===== config.mk =====
export PLATFORM = sky130hd
export DESIGN_NAME = pipeline_hazard_ctrl_flat
export DESIGN_NICKNAME = d
export VERILOG_FILES = /design/src/rtl/pipeline_hazard_ctrl_if.sv /design/src/rtl/pipeline_hazard_ctrl.sv /design/src/flat_wrapper.sv
export SDC_FILE = /design/constraint.sdc
export NUM_CORES = 1
export LEC_CHECK = 0
export ABC_AREA = 1
export CAP_MARGIN = 40
export CORE_UTILIZATION = 50
export DETAILED_ROUTE_END_ITERATION = 7
export GPL_TIMING_DRIVEN = 0
export PLACE_DENSITY = 0.88
export SYNTH_ARGS = -nofsm -noshare
export SYNTH_HDL_FRONTEND = slang
export SYNTH_SLANG_ARGS = --single-unit

===== constraint.sdc =====
create_clock -name clk -period 1.9 [get_ports clk]
set_input_delay 0.38 -clock clk [delete_from_list [all_inputs] [get_ports clk]]
set_output_delay 0.38 -clock clk [all_outputs]
set_load 0.05 [all_outputs]

===== src/rtl/pipeline_hazard_ctrl_if.sv =====
`default_nettype none
// ============================================================================
// Module      : pipeline_hazard_ctrl_if
// Description : Signal bundle between the MIPS pipeline registers and the
//               hazard controller.
//               master modport = pipeline side: drives the ID/EXE hazard
//                                inputs and receives the control outputs.
//               slave  modport = controller side.
//               Inputs  : IF_ID_Rs, IF_ID_Rt, ID_UsesRt, ID_EXE_MemRead,
//                         ID_EXE_RtReg, BranchTaken, JumpIn, MulDivReq
//               Outputs : PCWrite, IF_ID_Write, IF_ID_Flush, ID_EXE_Bubble,
//                         MulDivBusy, StallCount, FlushCount
// Revision    : 1.0 - initial release
// ============================================================================
interface pipeline_hazard_ctrl_if;
  logic [4:0]  IF_ID_Rs;
  logic [4:0]  IF_ID_Rt;
  logic        ID_UsesRt;
  logic        ID_EXE_MemRead;
  logic [4:0]  ID_EXE_RtReg;
  logic        BranchTaken;
  logic        JumpIn;
  logic        MulDivReq;
  logic        PCWrite;
  logic        IF_ID_Write;
  logic        IF_ID_Flush;
  logic        ID_EXE_Bubble;
  logic        MulDivBusy;
  logic [15:0] StallCount;
  logic [15:0] FlushCount;

  modport master (
    output IF_ID_Rs, IF_ID_Rt, ID_UsesRt, ID_EXE_MemRead, ID_EXE_RtReg,
           BranchTaken, JumpIn, MulDivReq,
    input  PCWrite, IF_ID_Write, IF_ID_Flush, ID_EXE_Bubble, MulDivBusy,
           StallCount, FlushCount
  );

  modport slave (
    input  IF_ID_Rs, IF_ID_Rt, ID_UsesRt, ID_EXE_MemRead, ID_EXE_RtReg,
           BranchTaken, JumpIn, MulDivReq,
    output PCWrite, IF_ID_Write, IF_ID_Flush, ID_EXE_Bubble, MulDivBusy,
           StallCount, FlushCount
  );
endinterface
`default_nettype wire


===== src/rtl/pipeline_hazard_ctrl.sv =====
`default_nettype none
// ============================================================================
// Module      : pipeline_hazard_ctrl
// Description : Hazard/sequencing controller for a five-stage MIPS pipeline.
//               Resolves load-use stalls, taken-branch and jump flushes and
//               multi-cycle mult/div issue; keeps saturating stall and flush
//               statistics counters.
//               Ports : clk   - pipeline clock (rising edge)
//                       rst_n - asynchronous active-low reset
//                       bus   - pipeline_hazard_ctrl_if.slave (all hazard
//                               inputs, control outputs and counters)
// Parameters  : MULDIV_LAT - stall cycles charged to a mult/div (1..15)
// Revision    : 1.0 - initial release
// ============================================================================
module pipeline_hazard_ctrl #(
  parameter int MULDIV_LAT = 4
) (
  input  wire logic              clk,
  input  wire logic              rst_n,
  pipeline_hazard_ctrl_if.slave  bus
);

  localparam logic [3:0] c_LAT_M1 = 4'(MULDIV_LAT - 1);

  typedef enum logic [0:0] {
    ST_RUN  = 1'b0,
    ST_WAIT = 1'b1
  } state_t;

  state_t      r_state;
  logic [3:0]  r_cnt;
  logic [15:0] r_stall_cnt;
  logic [15:0] r_flush_cnt;

  state_t      w_next_state;
  logic [3:0]  w_next_cnt;
  logic        w_lu;
  logic        w_pcwrite;
  logic        w_ifid_write;
  logic        w_ifid_flush;
  logic        w_bubble;

  // Register 0 is hardwired to zero, so a load to $0 never creates a hazard.
  assign w_lu = bus.ID_EXE_MemRead && (bus.ID_EXE_RtReg != 5'd0) &&
                ((bus.ID_EXE_RtReg == bus.IF_ID_Rs) ||
                 (bus.ID_UsesRt && (bus.ID_EXE_RtReg == bus.IF_ID_Rt)));

  always_comb begin
    w_pcwrite    = 1'b1;
    w_ifid_write = 1'b1;
    w_ifid_flush = 1'b0;
    w_bubble     = 1'b0;
    w_next_state = r_state;
    w_next_cnt   = r_cnt;

    if (bus.BranchTaken) begin
      // Wrong-path fetch and decode are both discarded; any mult/div wait
      // is abandoned because that instruction is on the wrong path too.
      w_ifid_flush = 1'b1;
      w_bubble     = 1'b1;
      w_next_state = ST_RUN;
      w_next_cnt   = 4'd0;
    end else if (r_state == ST_WAIT) begin
      if (r_cnt != 4'd0) begin
        w_pcwrite    = 1'b0;
        w_ifid_write = 1'b0;
        w_bubble     = 1'b1;
        w_next_cnt   = r_cnt - 4'd1;
      end else begin
        // Release cycle: mult/div advances into ID/EXE with default controls.
        w_next_state = ST_RUN;
      end
    end else if (w_lu) begin
      // Also takes precedence over a jump, which is re-evaluated next cycle.
      w_pcwrite    = 1'b0;
      w_ifid_write = 1'b0;
      w_bubble     = 1'b1;
    end else if (bus.MulDivReq) begin
      // The entry cycle is itself a stall, so WAIT only covers LAT-1 more.
      w_pcwrite    = 1'b0;
      w_ifid_write = 1'b0;
      w_bubble     = 1'b1;
      w_next_state = ST_WAIT;
      w_next_cnt   = c_LAT_M1;
    end else if (bus.JumpIn) begin
      w_ifid_flush = 1'b1;
    end
  end

  always_ff @(posedge clk or negedge rst_n) begin
    if (!rst_n) begin
      r_state     <= ST_RUN;
      r_cnt       <= 4'd0;
      r_stall_cnt <= 16'd0;
      r_flush_cnt <= 16'd0;
    end else begin
      r_state <= w_next_state;
      r_cnt   <= w_next_cnt;
      if (!w_pcwrite && (r_stall_cnt != 16'hFFFF)) begin
        r_stall_cnt <= r_stall_cnt + 16'd1;
      end
      if (w_ifid_flush && (r_flush_cnt != 16'hFFFF)) begin
        r_flush_cnt <= r_flush_cnt + 16'd1;
      end
    end
  end

  assign bus.PCWrite       = w_pcwrite;
  assign bus.IF_ID_Write   = w_ifid_write;
  assign bus.IF_ID_Flush   = w_ifid_flush;
  assign bus.ID_EXE_Bubble = w_bubble;
  assign bus.MulDivBusy    = (r_state == ST_WAIT);
  assign bus.StallCount    = r_stall_cnt;
  assign bus.FlushCount    = r_flush_cnt;

endmodule
`default_nettype wire

===== src/flat_wrapper.sv =====
// flat-port wrapper written by rule: the top's interface ports become plain ports
module pipeline_hazard_ctrl_flat 
#(
  parameter int MULDIV_LAT = 4
)
  (clk, rst_n, bus_IF_ID_Rs, bus_IF_ID_Rt, bus_ID_UsesRt, bus_ID_EXE_MemRead, bus_ID_EXE_RtReg, bus_BranchTaken, bus_JumpIn, bus_MulDivReq, bus_PCWrite, bus_IF_ID_Write, bus_IF_ID_Flush, bus_ID_EXE_Bubble, bus_MulDivBusy, bus_StallCount, bus_FlushCount);
  pipeline_hazard_ctrl_if bus_i ();
  input  wire logic clk;
  input  wire logic rst_n;
  input wire logic [$bits(bus_i.IF_ID_Rs)-1:0] bus_IF_ID_Rs;
  input wire logic [$bits(bus_i.IF_ID_Rt)-1:0] bus_IF_ID_Rt;
  input wire logic [$bits(bus_i.ID_UsesRt)-1:0] bus_ID_UsesRt;
  input wire logic [$bits(bus_i.ID_EXE_MemRead)-1:0] bus_ID_EXE_MemRead;
  input wire logic [$bits(bus_i.ID_EXE_RtReg)-1:0] bus_ID_EXE_RtReg;
  input wire logic [$bits(bus_i.BranchTaken)-1:0] bus_BranchTaken;
  input wire logic [$bits(bus_i.JumpIn)-1:0] bus_JumpIn;
  input wire logic [$bits(bus_i.MulDivReq)-1:0] bus_MulDivReq;
  output wire logic [$bits(bus_i.PCWrite)-1:0] bus_PCWrite;
  output wire logic [$bits(bus_i.IF_ID_Write)-1:0] bus_IF_ID_Write;
  output wire logic [$bits(bus_i.IF_ID_Flush)-1:0] bus_IF_ID_Flush;
  output wire logic [$bits(bus_i.ID_EXE_Bubble)-1:0] bus_ID_EXE_Bubble;
  output wire logic [$bits(bus_i.MulDivBusy)-1:0] bus_MulDivBusy;
  output wire logic [$bits(bus_i.StallCount)-1:0] bus_StallCount;
  output wire logic [$bits(bus_i.FlushCount)-1:0] bus_FlushCount;
  assign bus_i.IF_ID_Rs = bus_IF_ID_Rs;
  assign bus_i.IF_ID_Rt = bus_IF_ID_Rt;
  assign bus_i.ID_UsesRt = bus_ID_UsesRt;
  assign bus_i.ID_EXE_MemRead = bus_ID_EXE_MemRead;
  assign bus_i.ID_EXE_RtReg = bus_ID_EXE_RtReg;
  assign bus_i.BranchTaken = bus_BranchTaken;
  assign bus_i.JumpIn = bus_JumpIn;
  assign bus_i.MulDivReq = bus_MulDivReq;
  assign bus_PCWrite = bus_i.PCWrite;
  assign bus_IF_ID_Write = bus_i.IF_ID_Write;
  assign bus_IF_ID_Flush = bus_i.IF_ID_Flush;
  assign bus_ID_EXE_Bubble = bus_i.ID_EXE_Bubble;
  assign bus_MulDivBusy = bus_i.MulDivBusy;
  assign bus_StallCount = bus_i.StallCount;
  assign bus_FlushCount = bus_i.FlushCount;
  pipeline_hazard_ctrl #(.MULDIV_LAT(MULDIV_LAT)) u_core (.clk(clk), .rst_n(rst_n), .bus(bus_i));
endmodule

==> results of run 1 <==
[worst min-delay path by stage]
stage / startpoint / slack (ns) / cells after the start / to
after global routing: rst_n / 0.25 / 1 / u_core.bus.FlushCount[0]
after floorplan: rst_n / 0.08 / 0 / u_core.bus.FlushCount[0]
after global placement: u_core.bus.FlushCount[15] / 0.48 / 2 / u_core.bus.FlushCount[15]
after CTS: rst_n / 0.20 / 1 / u_core.bus.FlushCount[5]
after detailed placement: u_core.bus.FlushCount[15] / 0.50 / 2 / u_core.bus.FlushCount[15]
final: rst_n / 0.18 / 1 / u_core.bus.FlushCount[15]
[sequential cells by signal (all words and copies together) (netlist names)]
name / count
u_core.bus.MulDivBusy: 1
u_core.bus.FlushCount: 16
u_core.bus.StallCount: 16
u_core.r_cnt: 4
[per-layer routing]
metal | global-route usage, % | vias up | wire length (um)
li1 | - | 1268 | -
met1 | 29.69 | 1253 | 2836
met2 | 44.55 | 113 | 3782
met3 | 4.306 | 26 | 366
met4 | 12.42 | 0 | 199
met5 | 0 | - | 0
[layout by cell type, fill, tap and decap left out, types with 5 or more instances in the layout]
cell / instances
sky130_fd_sc_hd__o21ai_1: 15
sky130_fd_sc_hd__dfrtp_2: 7
sky130_fd_sc_hd__clkbuf_8: 5
sky130_fd_sc_hd__nand3_1: 34
sky130_fd_sc_hd__nand4_1: 9
sky130_fd_sc_hd__clkdlybuf4s50_1: 7
sky130_fd_sc_hd__inv_2: 9
sky130_fd_sc_hd__inv_1: 39
sky130_fd_sc_hd__xor2_1: 16
sky130_fd_sc_hd__buf_4: 30
sky130_fd_sc_hd__nand2_4: 7
sky130_fd_sc_hd__xnor2_1: 12
sky130_fd_sc_hd__dfrtp_1: 30
sky130_fd_sc_hd__nor3_1: 9
sky130_fd_sc_hd__buf_2: 6
sky130_fd_sc_hd__dlygate4sd2_1: 32
sky130_fd_sc_hd__nor2_1: 20
sky130_fd_sc_hd__nand2_1: 107
[stage by stage]
step	hold WS [ns]	total power, mW	setup slack [ns]
finish	0.1776	2.887	-0.09009
CTS	0.1996	2.729	-0.004426
detailed placement	0.5017	2.184	-1.241
global placement	0.4836	2.147	-1.171
global route	0.2498	3.013	-0.1499
floorplan	0.08441	1.804	-0.07982
[layout make-up]
| type | instances | area, um2 | share of cell area [%] |
|---|---|---|---|
| timing repair buffer | 86 | 750.7 | 21.21 |
| inverter | 49 | 183.9 | 5.196 |
| tap | 67 | 83.83 | 2.368 |
| multi-input combinational | 251 | 1433 | 40.47 |
| clock buffer | 5 | 68.82 | 1.944 |
| clock inverter | 3 | 17.52 | 0.4949 |
| buffer | 8 | 67.56 | 1.909 |
| sequential | 37 | 934.6 | 26.41 |
[kinds of logic (layout without fill, tap and decap cells)]
family | count (synthesis) | in the layout
adder cells (fa/ha/maj) | 4 | 4
AO/OA/AOI/OAI | 18 | 18
buffers and inverters | 58 | 151
AND/OR/NAND/NOR | 201 | 201
XOR/XNOR | 28 | 28
flip-flops | 37 | 37
[worst register-to-register path: cells and delay by family, from the launching register on]
kind / cells / cell delay [ns]
adders and majority gates: 1 / 0.16
buffers and inverters: 1 / 0.15
DFF: 1 / 0.42
and+or+nand+nor: 8 / 1.08
[power breakdown]
group          switching (mW)  internal [mW]
logic                   0.777          0.461
registers               0.179          0.908
clock network           0.309          0.253
total                    1.27           1.62
[repair_timing]
item | 4_1_cts | 5_1_grt
resized for setup | 97 | 36
cloned | 0 | 0
setup endpoints to repair | 35 | 35
setup buffers | 14 | 15
pin swaps | 19 | 16
==> results.py, run 1 <==
metrics = {
    "outcome": {
        "result_of_the_run": "finished, violations left",
        "violations": "setup timing",
    },
    "synthesis": {
        "ys_warn_count": 0,
        "post-synth-top-area-cell": "sky130_fd_sc_hd__dfrtp_1",
        "ys_ff_latch": 37,
        "muxShareOfSynthArea_pct": 0,
        "synth_enable_flop_cells": 0,
        "post_synth_instance_area_um2": 2444,
        "syn_nets": 372,
        "ys_seq_area_share_pct": 37.89,
        "combinational_family_with_the_most_area_after_synthesis": "simple AND/OR/NAND/NOR gates",
        "post_synthesis_share_of_cell_area_spent_on_xor_and_xnor_gates_pct": 10.04,
        "top_ff_cell_synth": "sky130_fd_sc_hd__dfrtp_1",
        "post-synth-top-area-fraction_pct": 37.89,
        "post-synth-top-count-cell": "sky130_fd_sc_hd__nand2_1",
        "synth.top_cells.by_count": "111 x sky130_fd_sc_hd__nand2_1, 43 x sky130_fd_sc_hd__inv_1, 38 x sky130_fd_sc_hd__nand3_1",
        "synthesis.instances": 346,
        "synth.distinct_cells": 26,
        "syn_area_per_cell_um2": 7.062,
        "synth_async_sr_flop_share_pct": 100.0,
        "synth_top_cells_by_area": "sky130_fd_sc_hd__dfrtp_1 38%, sky130_fd_sc_hd__nand2_1 17%, sky130_fd_sc_hd__nand3_1 7.8%",
        "synth_compound_area_share_pct": 3.840,
        "post_synth_and_or_nand_nor_area_fraction_pct": 36.10,
        "synthAdderAreaFrac_pct": 2.048,
    },
    "grt": {
        "grt-ovfl-total": 0,
        "grt_antenna_before_repair": 0,
        "grt_max_degree": 38,
        "grt_pass1_wl_um": 10320,
        "grt_usage_pct": 25.21,
        "via_count_of_the_first_global_routing_pass": 2405,
    },
    "sta": {
        "final-setup-viol-count": 3,
        "final_min_period_over_clock_period_pct": 104.7,
        "max-slew-margin-rel_pct": 44.73,
        "slew_violations": 0,
        "achievable-frequency_mhz": 502.5,
        "grt_setup_unrepaired": "yes",
        "final.setup.worst_slack_ns": -0.09009,
        "hold_viol_final": 0,
        "finalClockSkew_ns": 0.005871,
        "timing.setup.tns_ns": -0.1385,
        "final.min_clock_period_ns": 1.990,
        "worstMarginPinSlew_ns": 0.8290,
    },
    "floorplanning": {
        "fp.dieW_um": 71.91,
        "pin_count": 59,
        "dieArea_um2": 5171,
        "number_of_rows_created_at_floorplan": 25,
        "fp.coreArea_um2": 4723,
        "die_h_um": 71.91,
        "initial_core_utilization_pct": 51.74,
    },
    "worst_setup_path": {
        "setup.worst_path.start_class": "input pin",
        "critical_path_arrival_ns": 1.61,
        "path_depth": 12,
        "timing.rr.end": "u_core.bus.FlushCount[8]",
        "worst_ep_required_time_ns": 1.52,
        "cpMaxStageDelayCell": "sky130_fd_sc_hd__clkdlybuf4s15_1",
        "crit_path_launch": "bus_IF_ID_Rt[1]",
        "crit_path_max_incr_delay_ns": 0.22,
        "cp.buffers_inverters": 4,
        "cp_top_family": "simple AND/OR/NAND/NOR gates",
        "worst-path-max-fanout": 4,
        "setup.worst_path.end_class": "output port",
        "most_frequent_cell_on_the_critical_path": "sky130_fd_sc_hd__nand2_4",
        "crit_chain": "clkdlybuf4s15_1 > inv_1 > nand2_1 > nand2_1 > nor2_1 > nand3_1 > nand2_2 > nand2_4 > nand2_4 > nand2_4 > buf_6 > buf_8",
        "r2r_setup_slack_ns": 0.03,
        "timing.critical_path.to": "bus_PCWrite",
        "crit_type": "in -> out",
        "worst_r2r_startpoint": "u_core.bus.FlushCount[0]",
        "worst_case_reg_to_reg_path_depth": 10,
    },
    "detailed_routing": {
        "route.antenna.remaining_nets": 0,
        "detail_route.vias_per_cell": 5.257,
        "drt-total-wl_um": 7184,
        "vias": 2660,
        "drc_errors": 0,
        "wl_per_cell_um": 14.20,
        "dr.pass1.iters": 5,
        "dr.first_iter.drc_count": 247,
    },
    "cts": {
        "cts_root_buffer": "sky130_fd_sc_hd__clkbuf_8",
        "worst_setup_hold_path_clk_slew_ns": 0.08,
        "cts_buffers": 5,
        "clk-insertion-delay-late_ns": 0.30,
        "cts.path.max_buffers": 2,
        "cts_max_level": 2,
        "clock_sink_count": 37,
        "postCtsHoldBufs": 0,
        "cts_tree": "built",
    },
    "power_and_ir_drop": {
        "power_density_nw_per_um2": 815.6,
        "leakage_nw": 1.798,
        "peakVddDrop_uv": 524.4,
    },
    "place": {
        "gpl.final_weighted_congestion": 0.9182,
        "dpl.cell_count": 471,
        "place_area_um2": 3128,
        "placement.io_buffers": 58,
        "detailed_place_hpwl_um": 4187,
    },
    "finish": {
        "drive_gt1_share_pct": 22.32,
        "final_nets": 464,
        "diodes": 0,
        "final_util_pct": 74.94,
        "areaGrowthSynthToFinish_pct": 44.85,
        "final_area_um2": 3540,
        "final-instance-count-excl-fill": 506,
        "layout.filler_cells": 354,
    },
    "min_path": {
        "holdCritPathClass": "in -> async",
    },
    "run": {
        "maxCapViolCount": 0,
    },
}
Note: power is estimated with default switching activity, not from simulation.
==> run 2: changes to the inputs <==
--- a/config.mk
+++ b/config.mk
@@ -11,6 +11,8 @@
 export DETAILED_ROUTE_END_ITERATION = 7
 export GPL_TIMING_DRIVEN = 0
 export PLACE_DENSITY = 0.88
+export SKIP_LAST_GASP = 1
+export SLEW_MARGIN = 10
 export SYNTH_ARGS = -nofsm -noshare
 export SYNTH_HDL_FRONTEND = slang
 export SYNTH_SLANG_ARGS = --single-unit
==> run 2 against run 1 <==
Effect of this change: the flow still finishes with violations (setup timing); critical endpoint unchanged; combinational power decreased by 4%; clock power increased by 3%; register-to-register slack improved by 0.06 ns; largest cell class unchanged; die area unchanged.
==> results.py, run 2 (same netlist as run 1, synthesis figures left out) <==
metrics = {
    "outcome": {
        "result_of_the_run": "finished, violations left",
        "violations": "setup timing",
    },
    "power_and_ir_drop": {
        "leakage_nw": 1.820,
        "peakVddDrop_uv": 598.3,
        "power_density_nw_per_um2": 806.6,
        "power_mw": 2.846,
    },
    "place": {
        "pre_cts_ws_ns": -1.242,
        "gpl.final_weighted_congestion": 0.9182,
        "placement.io_buffers": 58,
        "detailed_place_hpwl_um": 4237,
    },
    "detailed_routing": {
        "vias": 2616,
        "route.antenna.remaining_nets": 0,
        "wl_per_cell_um": 13.68,
        "drc_errors": 0,
        "dr.pass1.iters": 5,
        "detail_route.vias_per_cell": 5.201,
        "dr.first_iter.drc_count": 224,
        "drt-total-wl_um": 6881,
    },
    "sta": {
        "final.min_clock_period_ns": 1.925,
        "grt_setup_unrepaired": "yes",
        "slew_violations": 0,
        "worstMarginPinSlew_ns": 0.5009,
        "max-slew-margin-rel_pct": 66.55,
        "final-setup-viol-count": 1,
        "timing.setup.tns_ns": -0.02498,
        "achievable-frequency_mhz": 519.5,
        "hold_viol_final": 0,
        "finalClockSkew_ns": 0.007434,
        "final.setup.worst_slack_ns": -0.02498,
        "final_min_period_over_clock_period_pct": 101.3,
    },
    "floorplanning": {
        "die_h_um": 71.91,
        "number_of_rows_created_at_floorplan": 25,
        "fp.coreArea_um2": 4723,
        "fp.dieW_um": 71.91,
        "initial_core_utilization_pct": 51.74,
        "pin_count": 59,
        "dieArea_um2": 5171,
    },
    "worst_setup_path": {
        "crit_type": "reg -> out",
        "setup.worst_path.end_class": "output port",
        "r2r_setup_slack_ns": 0.09,
        "worst-path-max-fanout": 3,
        "worst_ep_required_time_ns": 1.52,
        "critical_path_arrival_ns": 1.54,
        "setup.worst_path.start_class": "register",
    },
    "grt": {
        "grt_antenna_before_repair": 0,
        "grt_usage_pct": 25.71,
        "grt_pass1_wl_um": 10450,
        "grt-ovfl-total": 0,
        "grt_max_degree": 28,
        "via_count_of_the_first_global_routing_pass": 2387,
    },
    "finish": {
        "drive_gt1_share_pct": 22.02,
        "final_nets": 461,
        "layout.cells.most_common": "sky130_fd_sc_hd__nand2_1",
        "areaGrowthSynthToFinish_pct": 44.39,
        "diodes": 0,
        "most_frequent_cells_in_the_layout": "105 x sky130_fd_sc_hd__nand2_1, 39 x sky130_fd_sc_hd__inv_1, 34 x sky130_fd_sc_hd__nand3_1, 32 x sky130_fd_sc_hd__dlygate4sd2_1, 31 x sky130_fd_sc_hd__dfrtp_1",
    },
    "cts": {
        "cts_buffers": 5,
        "clock_sink_count": 37,
        "clk-insertion-delay-late_ns": 0.31,
        "cts_max_level": 2,
        "worst_setup_hold_path_clk_slew_ns": 0.08,
        "cts_tree": "built",
        "cts_root_buffer": "sky130_fd_sc_hd__clkbuf_8",
        "cts.path.max_buffers": 2,
    },
    "min_path": {
        "holdCritPathClass": "in -> async",
    },
    "run": {
        "maxCapViolCount": 0,
    },
}
## run 2: cell count changes in the layout (fill, tap and decap cells not counted), sizes merged
cell | previous run | this run
dlymetal6s2s | 4 | 5
clkdlybuf4s15 | 6 | 5
clkbuf | 7 | 8
dlygate4sd3 | 0 | 1
clkdlybuf4s50 | 7 | 6
buf | 43 | 39
## run 2: what timing repair did
item                                   CTS  global route
endpoints found under the hold margin   10             0
pin swaps                               16            20
gates cloned                             0             0
setup endpoints to repair               35            36
buffers inserted                        15             9
resized for setup                       96            39
hold buffers                             1             0
## run 2: layer usage
layer	up-vias	part of all wire [%]	track usage (%)
met4	0	4.0	10.02
li1	1261	-	-
met5	-	0	0
met2	119	51	44.76
met3	31	6.1	7.917
met1	1205	39	29.67
## run 2: power breakdown
group	internal (mW)	switching, mW
combinational	0.439	0.752
clock	0.254	0.324
sequential	0.907	0.170
## run 2: layout make-up
type / instances / area [um2]
flip-flops and latches: 37 / 933.4
fillers: 353 / 1195
multi-input cells: 251 / 1434
well taps: 67 / 83.83
clock inverters: 3 / 17.52
inverters: 49 / 183.9
repair buffers: 83 / 739.5
clock buffers: 5 / 68.82
plain buffers: 8 / 67.56
## run 2: worst max-delay path, cell delays in order, from the launching register on
cell	delay [ns]
sky130_fd_sc_hd__dfrtp_1	0.39
sky130_fd_sc_hd__inv_2	0.07
sky130_fd_sc_hd__ha_4	0.15
sky130_fd_sc_hd__nand4_1	0.11
sky130_fd_sc_hd__inv_2	0.08
sky130_fd_sc_hd__nor2_4	0.13
sky130_fd_sc_hd__nand2_4	0.06
sky130_fd_sc_hd__buf_6	0.11
sky130_fd_sc_hd__buf_8	0.14
## run 2: through the flow
step / instances / utilization (%) / hold WS (ns) / instance area [um2]
CTS: 496 / 71.31 / 0.5052 / 3368
detailed placement: 472 / 66.65 / 0.2780 / 3148
global route: 503 / 74.70 / 0.5169 / 3528
global placement: 471 / 66.33 / 0.4836 / 3133
floorplan: 346 / - / 0.08441 / 2469
finish: 503 / 74.70 / 0.4837 / 3528
## run 2: worst paths after layout
check / start / endpoint / cells past startpoint
worst max-delay path: u_core.r_cnt[0] / bus_PCWrite / 8
worst min-delay path: rst_n / u_core.bus.FlushCount[5] / 2
worst max register to register: u_core.bus.FlushCount[0] / u_core.bus.FlushCount[7] / 9
worst min register to register: u_core.bus.FlushCount[15] / u_core.bus.FlushCount[15] / 2
max in group asynchronous: rst_n / u_core.bus.StallCount[0] / 3
min in group clk: u_core.bus.FlushCount[15] / u_core.bus.FlushCount[15] / 2
